==> src/rtl/ets_pkg.sv <==
// Shared definitions for the equivalent-time-sampling phase-shift sweep.
//   ps_state_t            : sweep sequencer states
//   FINE_PS_STEPS_PER_VCO : MMCM fine phase-shift steps per VCO period
//   period_steps()        : fine-PS steps per output-clock period for a given
//                           output divider
package ets_pkg;

   typedef enum logic [2:0] {
      IDLE      = 3'd0,
      ISSUE     = 3'd1,
      WAIT_DONE = 3'd2,
      DWELL     = 3'd3,
      FINISH    = 3'd4
   } ps_state_t;

   localparam int unsigned FINE_PS_STEPS_PER_VCO = 56;

   function automatic int unsigned period_steps(input int unsigned fixed_div);
      return FINE_PS_STEPS_PER_VCO * fixed_div;
   endfunction

endpackage

==> src/rtl/phase_pos_wrap_cnt.sv <==
// Modulo-PERIOD up/down counter holding the absolute MMCM phase position.
//   i_clk_sys : clock
//   i_rst_b   : asynchronous active-low reset, position -> 0
//   i_clr     : synchronous clear to 0 (priority over i_step)
//   i_step    : move one step this cycle
//   i_up      : 1 = +1, 0 = -1
//   o_pos     : position in 0..PERIOD-1
module phase_pos_wrap_cnt #(
   parameter int unsigned WIDTH  = 16,
   parameter int unsigned PERIOD = 616
) (
   input  logic             i_clk_sys,
   input  logic             i_rst_b,
   input  logic             i_clr,
   input  logic             i_step,
   input  logic             i_up,
   output logic [WIDTH-1:0] o_pos
);

   localparam logic [WIDTH-1:0] LAST = WIDTH'(PERIOD - 1);

   logic [WIDTH-1:0] r_pos;

   always_ff @(posedge i_clk_sys or negedge i_rst_b) begin
      if (!i_rst_b) begin
         r_pos <= '0;
      end else if (i_clr) begin
         r_pos <= '0;
      end else if (i_step) begin
         if (i_up) begin
            r_pos <= (r_pos == LAST) ? '0 : r_pos + WIDTH'(1);
         end else begin
            r_pos <= (r_pos == '0) ? LAST : r_pos - WIDTH'(1);
         end
      end
   end

   assign o_pos = r_pos;

endmodule

==> src/rtl/mmcm_ps_sweep_ctrl.sv <==
// MMCM dynamic fine phase-shift sweep sequencer. Issues one PSEN per step,
// waits for PSDONE (with timeout), dwells, then strobes the sampler.
// Ports:
//   S_AXI_ACLK, S_AXI_ARESETN : clock (also MMCM PSCLK), async active-low reset
//   start, dir, num_steps, dwell : sweep command, sampled on accepted start
//   abort                     : level, ends sweep once no PSDONE is outstanding
//   pos_clear                 : zero phase_pos (IDLE only)
//   ps_en, ps_incdec, ps_done : MMCM phase-shift port
//   busy, done, timeout_err, sample_strobe, step_idx, phase_pos : status
//
// state     | meaning
// ----------+-----------------------------------------------------------
// IDLE      | waiting for start
// ISSUE     | one-cycle PSEN, timeout counter reset
// WAIT_DONE | waiting for PSDONE or timeout
// DWELL     | settle countdown; sample_strobe on expiry
// FINISH    | one-cycle done pulse
module mmcm_ps_sweep_ctrl
   import ets_pkg::*;
#(
   parameter int unsigned POS_WIDTH      = 16,
   parameter int unsigned DWELL_WIDTH    = 16,
   parameter int unsigned PERIOD_STEPS   = period_steps(11),
   parameter int unsigned TIMEOUT_CYCLES = 64
) (
   input  logic                   S_AXI_ACLK,
   input  logic                   S_AXI_ARESETN,
   input  logic                   start,
   input  logic                   dir,
   input  logic [POS_WIDTH-1:0]   num_steps,
   input  logic [DWELL_WIDTH-1:0] dwell,
   input  logic                   abort,
   input  logic                   pos_clear,
   output logic                   ps_en,
   output logic                   ps_incdec,
   input  logic                   ps_done,
   output logic                   busy,
   output logic                   done,
   output logic                   timeout_err,
   output logic                   sample_strobe,
   output logic [POS_WIDTH-1:0]   step_idx,
   output logic [POS_WIDTH-1:0]   phase_pos
);

   localparam int unsigned TO_W = $clog2(TIMEOUT_CYCLES + 1);
   localparam logic [TO_W-1:0] TO_LAST = TO_W'(TIMEOUT_CYCLES - 1);

   ps_state_t              r_state;
   ps_state_t              w_next;
   logic                   r_dir;
   logic [POS_WIDTH-1:0]   r_num_steps;
   logic [POS_WIDTH-1:0]   r_step_idx;
   logic [DWELL_WIDTH-1:0] r_dwell;
   logic [DWELL_WIDTH-1:0] r_dwell_cnt;
   logic [TO_W-1:0]        r_to_cnt;
   logic                   r_abort_seen;
   logic                   r_zero_done;
   logic                   r_timeout_err;

   logic                   w_accept;
   logic                   w_zero_start;
   logic                   w_step;
   logic                   w_to_hit;
   logic                   w_dwell_exp;
   logic                   w_pos_clr;

   always_ff @(posedge S_AXI_ACLK or negedge S_AXI_ARESETN) begin
      if (!S_AXI_ARESETN) begin
         r_state <= IDLE;
      end else begin
         r_state <= w_next;
      end
   end

   always_comb begin
      w_next       = r_state;
      w_accept     = 1'b0;
      w_zero_start = 1'b0;
      w_step       = 1'b0;
      w_to_hit     = 1'b0;
      w_dwell_exp  = 1'b0;
      case (r_state)
         IDLE: begin
            if (start) begin
               if (num_steps != '0) begin
                  w_accept = 1'b1;
                  w_next   = ISSUE;
               end else begin
                  w_zero_start = 1'b1;
               end
            end
         end
         ISSUE: w_next = WAIT_DONE;
         WAIT_DONE: begin
            if (ps_done) begin
               w_step = 1'b1;
               // An abort seen while the request was outstanding skips the dwell.
               w_next = (abort || r_abort_seen) ? FINISH : DWELL;
            end else if (r_to_cnt == TO_LAST) begin
               w_to_hit = 1'b1;
               w_next   = FINISH;
            end
         end
         DWELL: begin
            if (r_dwell_cnt == '0) begin
               w_dwell_exp = 1'b1;
               w_next = ((r_step_idx == r_num_steps) || abort) ? FINISH : ISSUE;
            end
         end
         FINISH:  w_next = IDLE;
         default: w_next = IDLE;
      endcase
   end

   always_ff @(posedge S_AXI_ACLK or negedge S_AXI_ARESETN) begin
      if (!S_AXI_ARESETN) begin
         r_dir         <= 1'b0;
         r_num_steps   <= '0;
         r_step_idx    <= '0;
         r_dwell       <= '0;
         r_dwell_cnt   <= '0;
         r_to_cnt      <= '0;
         r_abort_seen  <= 1'b0;
         r_zero_done   <= 1'b0;
         r_timeout_err <= 1'b0;
      end else begin
         r_zero_done <= w_zero_start;

         if (w_accept) begin
            r_dir       <= dir;
            r_num_steps <= num_steps;
            r_dwell     <= dwell;
            r_step_idx  <= '0;
         end else if (w_step) begin
            r_step_idx <= r_step_idx + POS_WIDTH'(1);
         end

         if (w_accept || w_zero_start) begin
            r_timeout_err <= 1'b0;
         end else if (w_to_hit) begin
            r_timeout_err <= 1'b1;
         end

         if (r_state == ISSUE) begin
            r_to_cnt <= '0;
         end else if (r_state == WAIT_DONE && !ps_done) begin
            r_to_cnt <= r_to_cnt + TO_W'(1);
         end

         if (w_step) begin
            r_dwell_cnt <= r_dwell;
         end else if (r_state == DWELL && r_dwell_cnt != '0) begin
            r_dwell_cnt <= r_dwell_cnt - DWELL_WIDTH'(1);
         end

         if (w_accept) begin
            r_abort_seen <= 1'b0;
         end else if ((r_state == ISSUE || r_state == WAIT_DONE) && abort) begin
            r_abort_seen <= 1'b1;
         end
      end
   end

   assign w_pos_clr = pos_clear && (r_state == IDLE);

   phase_pos_wrap_cnt #(
      .WIDTH  (POS_WIDTH),
      .PERIOD (PERIOD_STEPS)
   ) u_pos (
      .i_clk_sys (S_AXI_ACLK),
      .i_rst_b   (S_AXI_ARESETN),
      .i_clr     (w_pos_clr),
      .i_step    (w_step),
      .i_up      (r_dir),
      .o_pos     (phase_pos)
   );

   assign ps_en         = (r_state == ISSUE);
   assign busy          = (r_state != IDLE);
   assign ps_incdec     = busy ? r_dir : 1'b0;
   assign done          = (r_state == FINISH) || r_zero_done;
   assign sample_strobe = w_dwell_exp;
   assign timeout_err   = r_timeout_err;
   assign step_idx      = r_step_idx;

endmodule

==> config.mk <==
export PLATFORM = sky130hd
export DESIGN_NAME = mmcm_ps_sweep_ctrl
export DESIGN_NICKNAME = d
export VERILOG_FILES = /design/src/rtl/ets_pkg.sv /design/src/rtl/phase_pos_wrap_cnt.sv /design/src/rtl/mmcm_ps_sweep_ctrl.sv
export SDC_FILE = /design/constraint.sdc
export NUM_CORES = 1
export LEC_CHECK = 0
export ABC_AREA = 1
export BUFFER_PORTS_ARGS = -buffer_cell sky130_fd_sc_hd__buf_2
export CORE_MARGIN = 2
export CORE_UTILIZATION = 50
export CTS_CLUSTER_SIZE = 10
export DETAILED_ROUTE_END_ITERATION = 10
export HOLD_SLACK_MARGIN = 0.03
export PLACE_DENSITY = 0.7
export SYNTH_ARGS = -nofsm -noshare
export SYNTH_HDL_FRONTEND = slang
export SYNTH_HIERARCHICAL = 1
export SYNTH_SLANG_ARGS = --single-unit
==> constraint.sdc <==
create_clock -name S_AXI_ACLK -period 2.6 [get_ports S_AXI_ACLK]
set_input_delay 0.39 -clock S_AXI_ACLK [delete_from_list [all_inputs] [get_ports S_AXI_ACLK]]
set_output_delay 0.39 -clock S_AXI_ACLK [all_outputs]
set_load 0.01 [all_outputs]
* Yosys cells after proc, flatten, opt, wreduce, memory -nomap -nowiden *
Cells that the tools add are included.

word-level totals
  register bits = 94
  output and inout bits = 38

operators by class
  $add $sub $neg = 5
  equality and inequality tests = 11
  mux-type cells = 37
  reduce and logical (&&, ||, !) cells = 23

operator list
  cell                     count
  $mux W16                 9
  $add A16 B1 Y16 const B  2
  $logic_not A16 Y1        2
  $reduce_bool A16 Y1      2
  $sub A16 B1 Y16 const B  2
  $mux W3                  7
  $mux W1                  18
  $eq A16 B10 Y1 const B   1
  $eq A16 B16 Y1           1
  $mux W7                  2
  $pmux W3 S4              1
  $reduce_bool A2 Y1       6
  $add A7 B1 Y7 const B    1
  $eq A7 B6 Y1 const B     1
  $eq A3 B2 Y1 const B     2
  $ne A2 B2 Y1 const B     3
  $logic_or A1 B1 Y1       5
  $logic_and A1 B1 Y1      4
  $reduce_and A4 Y1        1
  $eq A3 B1 Y1 const B     1
  $eq A3 B3 Y1 const B     1
  $logic_not A3 Y1         1
  $ne A3 B3 Y1 const B     1
  $reduce_bool A3 Y1       1
  $logic_not A1 Y1         1

* Logic depth before layout (Yosys ltp) *
  depth after elaboration = 6
  mapped depth = 11
  gate-level depth less buffers = 11

* Cells and area by module *
Netlist, hierarchy kept.

modules (own cells, without submodules)
  module              instances  cells an instance  area an instance (µm²)  seq. area each (µm²)
  mmcm_ps_sweep_ctrl  1          597                4,423.0                 1,951.9
  phase_pos_wrap_cnt  1          304                1,721.7                 400.4

* Least setup slack after synthesis *
OpenSTA, ideal clock, no wires.

  path kind = reg-to-reg
  start = register r_state[2]
  end = register u_pos.r_pos[4], in the netlist u_pos/o_pos[4]
  setup time = 76 ps
  data arrival time = 1,730 ps
  required time = 2,524 ps
  setup slack = 794 ps
  stages on the path, launching flop included = 11
  period minus slack after synthesis = 1,806 ps
  cell sequence = dfrtp_1 -> nor2_2 -> nand2_4 -> nor2_8 -> buf_2 -> nor2_1 -> nor2_1 -> nand2_1 -> inv_2 -> nand2_1 -> o21ai_1

between the ends
  longest elaborated chain between the ends = 3
  elaborated cells between the ends (all ways) = 6
  those cells by class = eq/ne: 1; mux: 2; reduce/logical: 3

ends and longest elaborated chain
  element                       line                      text
  start, declared               mmcm_ps_sweep_ctrl.sv:48  ps_state_t r_state;
  start signal, assigned        mmcm_ps_sweep_ctrl.sv:71  r_state <= w_next;
  $eq A3 B2 Y1                  mmcm_ps_sweep_ctrl.sv:82  case (r_state)
  $mux W1                       mmcm_ps_sweep_ctrl.sv:82
  named net w_step              mmcm_ps_sweep_ctrl.sv:62  logic w_step;
  $reduce_bool A2 Y1 (no line)  --
  end signal, assigned          phase_pos_wrap_cnt.sv:31  r_pos <= (r_pos == LAST) ? '0 : r_pos + WIDTH'(1);
  end signal, assigned          phase_pos_wrap_cnt.sv:33  r_pos <= (r_pos == '0) ? LAST : r_pos - WIDTH'(1);
  end, declared                 phase_pos_wrap_cnt.sv:22  logic [WIDTH-1:0] r_pos;

The timed path passes the listed nets, and every way through them passes these cells.
A chain may end at the register's enable or synchronous reset.

* Worst setup path in the final report *
  start = register r_state[0]
  end = register u_pos.r_pos[4], in the netlist u_pos/o_pos[4]

between the ends
  longest elaborated chain between the ends = 3
  elaborated cells between the ends (all ways) = 6
  those cells by class = eq/ne: 1; mux: 2; reduce/logical: 3

ends and longest elaborated chain
  element                                                line                       text
  $logic_not A3 Y1 (*)                                   mmcm_ps_sweep_ctrl.sv:164  assign w_pos_clr = pos_clear && (r_state == IDLE);
  $logic_and A1 B1 Y1 (*)                                mmcm_ps_sweep_ctrl.sv:164
  named net w_pos_clr                                    mmcm_ps_sweep_ctrl.sv:65   logic w_pos_clr;
  $mux W16 / $reduce_bool A2 Y1 (equally long branches)  --

Mark *: on every way through the listed nets, which the timed path passes. The rest lies on a longest branch.

==> key figures <==
Drt
  – Routed WL: 14900 µm
  – Max Used Layer: met4
  – DR vias: 5738
  – First-pass detailed-route iteration total: 5
  – Met3 wire len: 766 µm
  – Wire length per cell: 13.3 µm
  – DR WL met2: 6780 µm
  – Detailed Route Iter0 Violations: 537
  – M1 WL: 7200 µm
  – Vias per Instance: 5.12
  – Remaining DRCs: 0
  – Remaining antenna violation count after routing: 0

Hold path
  – Hold Path Class: in2reg

Clocking
  – Clk Tree Root Cell: clkbuf_16
  – Number of CTS-inserted buffers: 9
  – # clock sinks: 94
  – Clock Latency Late Sink: 350 ps
  – CTS tree: built
  – H-tree depth: 3
  – Clock buffer depth: 2
  – CTS clk-pin slew, worst paths: 70 ps

STA
  – Period minus WS final: 2010 ps
  – Final hold vios: 0
  – Fmax: 497 MHz
  – Final Setup Violations: 0
  – Least-Margin Pin Slew: 722 ps
  – Setup_tns: 0 ps
  – RSZ-0062 raised after global routing: false
  – Slew Limit Fails: 0
  – Final Cycle Share: 0.774
  – Clock skew: 4.65 ps
  – WHS: 239 ps
  – Relative slew slack: 0.517

Placement
  – Final HPWL DP: 11300 µm
  – Number of port buffers: 76
  – Placed cell areas: 6580 µm²
  – Global placement routability congestion: 0.939

Cells and area
  – Layout cell share with drive strength beyond 1: 0.153
  – Commonest non-fill, non-tap cell in the layout: nand2_1
  – Commonest cells after routing, fill and taps aside: nand2_1 (312), inv_1 (117), nor2_1 (96)
  – Area growth, synth to finish: 12.3%
  – Post-layout net count: 1014
  – Number of diodes: 0
  – Design area: 6900 µm²
  – Layout fillers: 1185

Floorplanning
  – Row Count: 40
  – Die height: 115 µm
  – Initial Utilization: 0.512
  – Die Wd: 115 µm
  – Core Area: 12000 µm²
  – Area of the die: 13200 µm²
  – Number of top-level design ports: 77

Worst setup path
  – Setup crit start kind: flop
  – Critical Path Fanout Max: 7
  – Reg2reg setup slack: 590 ps
  – Launching point of the worst reg2reg path: r_state[0]
  – Worst endpoint required time: 2880 ps
  – Setup crit end: u_pos/o_pos[4]
  – Worst Setup End Kind: flop
  – Reg2Reg Depth: 9
  – Reg-to-Reg End: u_pos/o_pos[4]
  – Worst endpoint data arrival time: 2290 ps
  – Crit. Startpoint: r_state[0]
  – Critical path type: reg2reg

Logic synthesis
  – Cell Area, Synth: 6140 µm²
  – Yosys cell types: 42
  – Synth Area per Inst: 6.82 µm²
  – Yosys reg bits: 94
  – Post-synthesis cell count: 901
  – Post-synth ARST share: 1.00
  – Net Count, Synth: 947
  – Main synth FF type: dfrtp_1
  – Register area share after synthesis: 0.383
  – Post-synth EDFFs: 0
  – Syn. warnings: 6

GRT
  – First-pass GRT wire length: 24600 µm
  – GRT Total Usage: 0.234
  – Vias in the first global route: 5119
  – GRT overflow: 0
  – Pin count of the biggest net entering global routing: 40
  – Antenna violations before repair: 0

Power and ir drop
  – P per Cell Area: 434 nW/µm²
  – Worst ir drop on vdd: 0.000267 V
  – PnR Total Power: 3000 µW
  – Leak pwr: 0.00360 µW

Run status
  – Status: finished, final reports clean

Run
  – Maxcap violations: 0
==> cells by family (layout without fill, tap and decap cells) <==
kind of cell | after synthesis | in the layout | share of synthesized area
adder cells (fa/ha/maj) | 7 | 7 | 0.0143
flip-flops | 94 | 94 | 0.383
AND/OR/NAND/NOR | 539 | 539 | 0.386
buffers and inverters | 154 | 226 | 0.110
AO/OA/AOI/OAI | 90 | 90 | 0.0831
XOR/XNOR | 17 | 17 | 0.0242
==> worst max-delay path, cell delays in order, from the launching register on <==
cell and delay, ps:
dfrtp_1 420, inv_2 120, nand3_2 150, nor2_1 210, nor2_1 100, nor2_1 440, nand2_1 170, inv_2 160
nand2_1 70, o21ai_1 110
==> area by class of cell <==
class / count / area, µm² / share of cell area
multi-input cells: 653 / 3120 / 0.452
flip-flops and latches: 94 / 2350 / 0.341
inverters: 125 / 470 / 0.0682
repair buffers: 85 / 465 / 0.0675
clock buffers: 10 / 239 / 0.0346
well taps: 147 / 184 / 0.0267
clock inverters: 6 / 68.8 / 0.00997
==> registers in the layout, indices dropped and copies added (netlist names), 3 cells and up <==
signal / count
step_idx: 16
r_dwell_cnt: 16
r_to_cnt: 7
r_dwell: 16
r_num_steps: 16
u_pos/o_pos: 16
r_state: 3
==> how the worst min path moves through the flow <==
stage | from | endpoint | slack [ps] | cells past startpoint
after global placement | S_AXI_ARESETN | r_to_cnt[3] | 400 | 1
after detailed placement | S_AXI_ARESETN | r_to_cnt[3] | 400 | 1
after floorplan | S_AXI_ARESETN | r_abort_seen | 90 | 0
final | dwell[0] | r_dwell[0] | 240 | 3
after CTS | dwell[0] | r_dwell[0] | 230 | 3
after global routing | dwell[11] | r_dwell[11] | 240 | 3
==> synthesized netlist by cell type (4+ instances only) <==
| cell | n | area share |
|---|---|---|
| nor3_2 | 4 | 0.0065 |
| nor2_4 | 6 | 0.011 |
| buf_2 | 14 | 0.011 |
| buf_6 | 6 | 0.011 |
| nor2_2 | 10 | 0.010 |
| nand2_2 | 4 | 0.0041 |
| o21ai_1 | 16 | 0.013 |
| ha_1 | 7 | 0.014 |
| o211ai_1 | 7 | 0.0086 |
| xor2_1 | 13 | 0.019 |
| xnor2_1 | 4 | 0.0057 |
| a21oi_1 | 21 | 0.017 |
| buf_4 | 5 | 0.0061 |
| nand4_1 | 18 | 0.018 |
| inv_1 | 117 | 0.071 |
| o21ai_0 | 34 | 0.028 |
| nand3_1 | 67 | 0.055 |
| nand3_2 | 6 | 0.0098 |
| dfrtp_1 | 94 | 0.38 |
| nor3_1 | 7 | 0.0057 |
| nand2_1 | 312 | 0.19 |
| nor2_1 | 96 | 0.059 |
| nand2_4 | 4 | 0.0073 |
| inv_2 | 7 | 0.0043 |
==> report_power, final <==
part,switching (µW),internal [µW],total (µW)
Combinational,87.2,49.1,136
Sequential,6.22,1470,1470
Clock,608,781,1390
Total,701,2300,3000
==> stage by stage <==
step	cells	util	setup slack, ps
4_1_cts	1120	0.574	615
3_5_place_dp	1103	0.548	643
3_3_place_gp	1103	0.548	687
2_1_floorplan	901	-	794
6_report	1120	0.574	589
5_1_grt	1120	0.574	409
==> repair_timing <==
| action | 4_1_cts | 5_1_grt |
|---|---|---|
| hold buffers | 1 | 0 |
| buffers inserted | 0 | 0 |
| setup endpoints to repair | 0 | 0 |
| resized for setup | 0 | 0 |
| endpoints found under the hold margin | 22 | 0 |
==> layer usage <==
| metal | up-vias | track usage |
|---|---|---|
| met4 | 0 | 0.0779 |
| met3 | 17 | 0.0343 |
| li1 | 2958 | - |
| met5 | - | 0 |
| met2 | 157 | 0.362 |
| met1 | 2606 | 0.337 |
(Power assumes the default switching activity.)
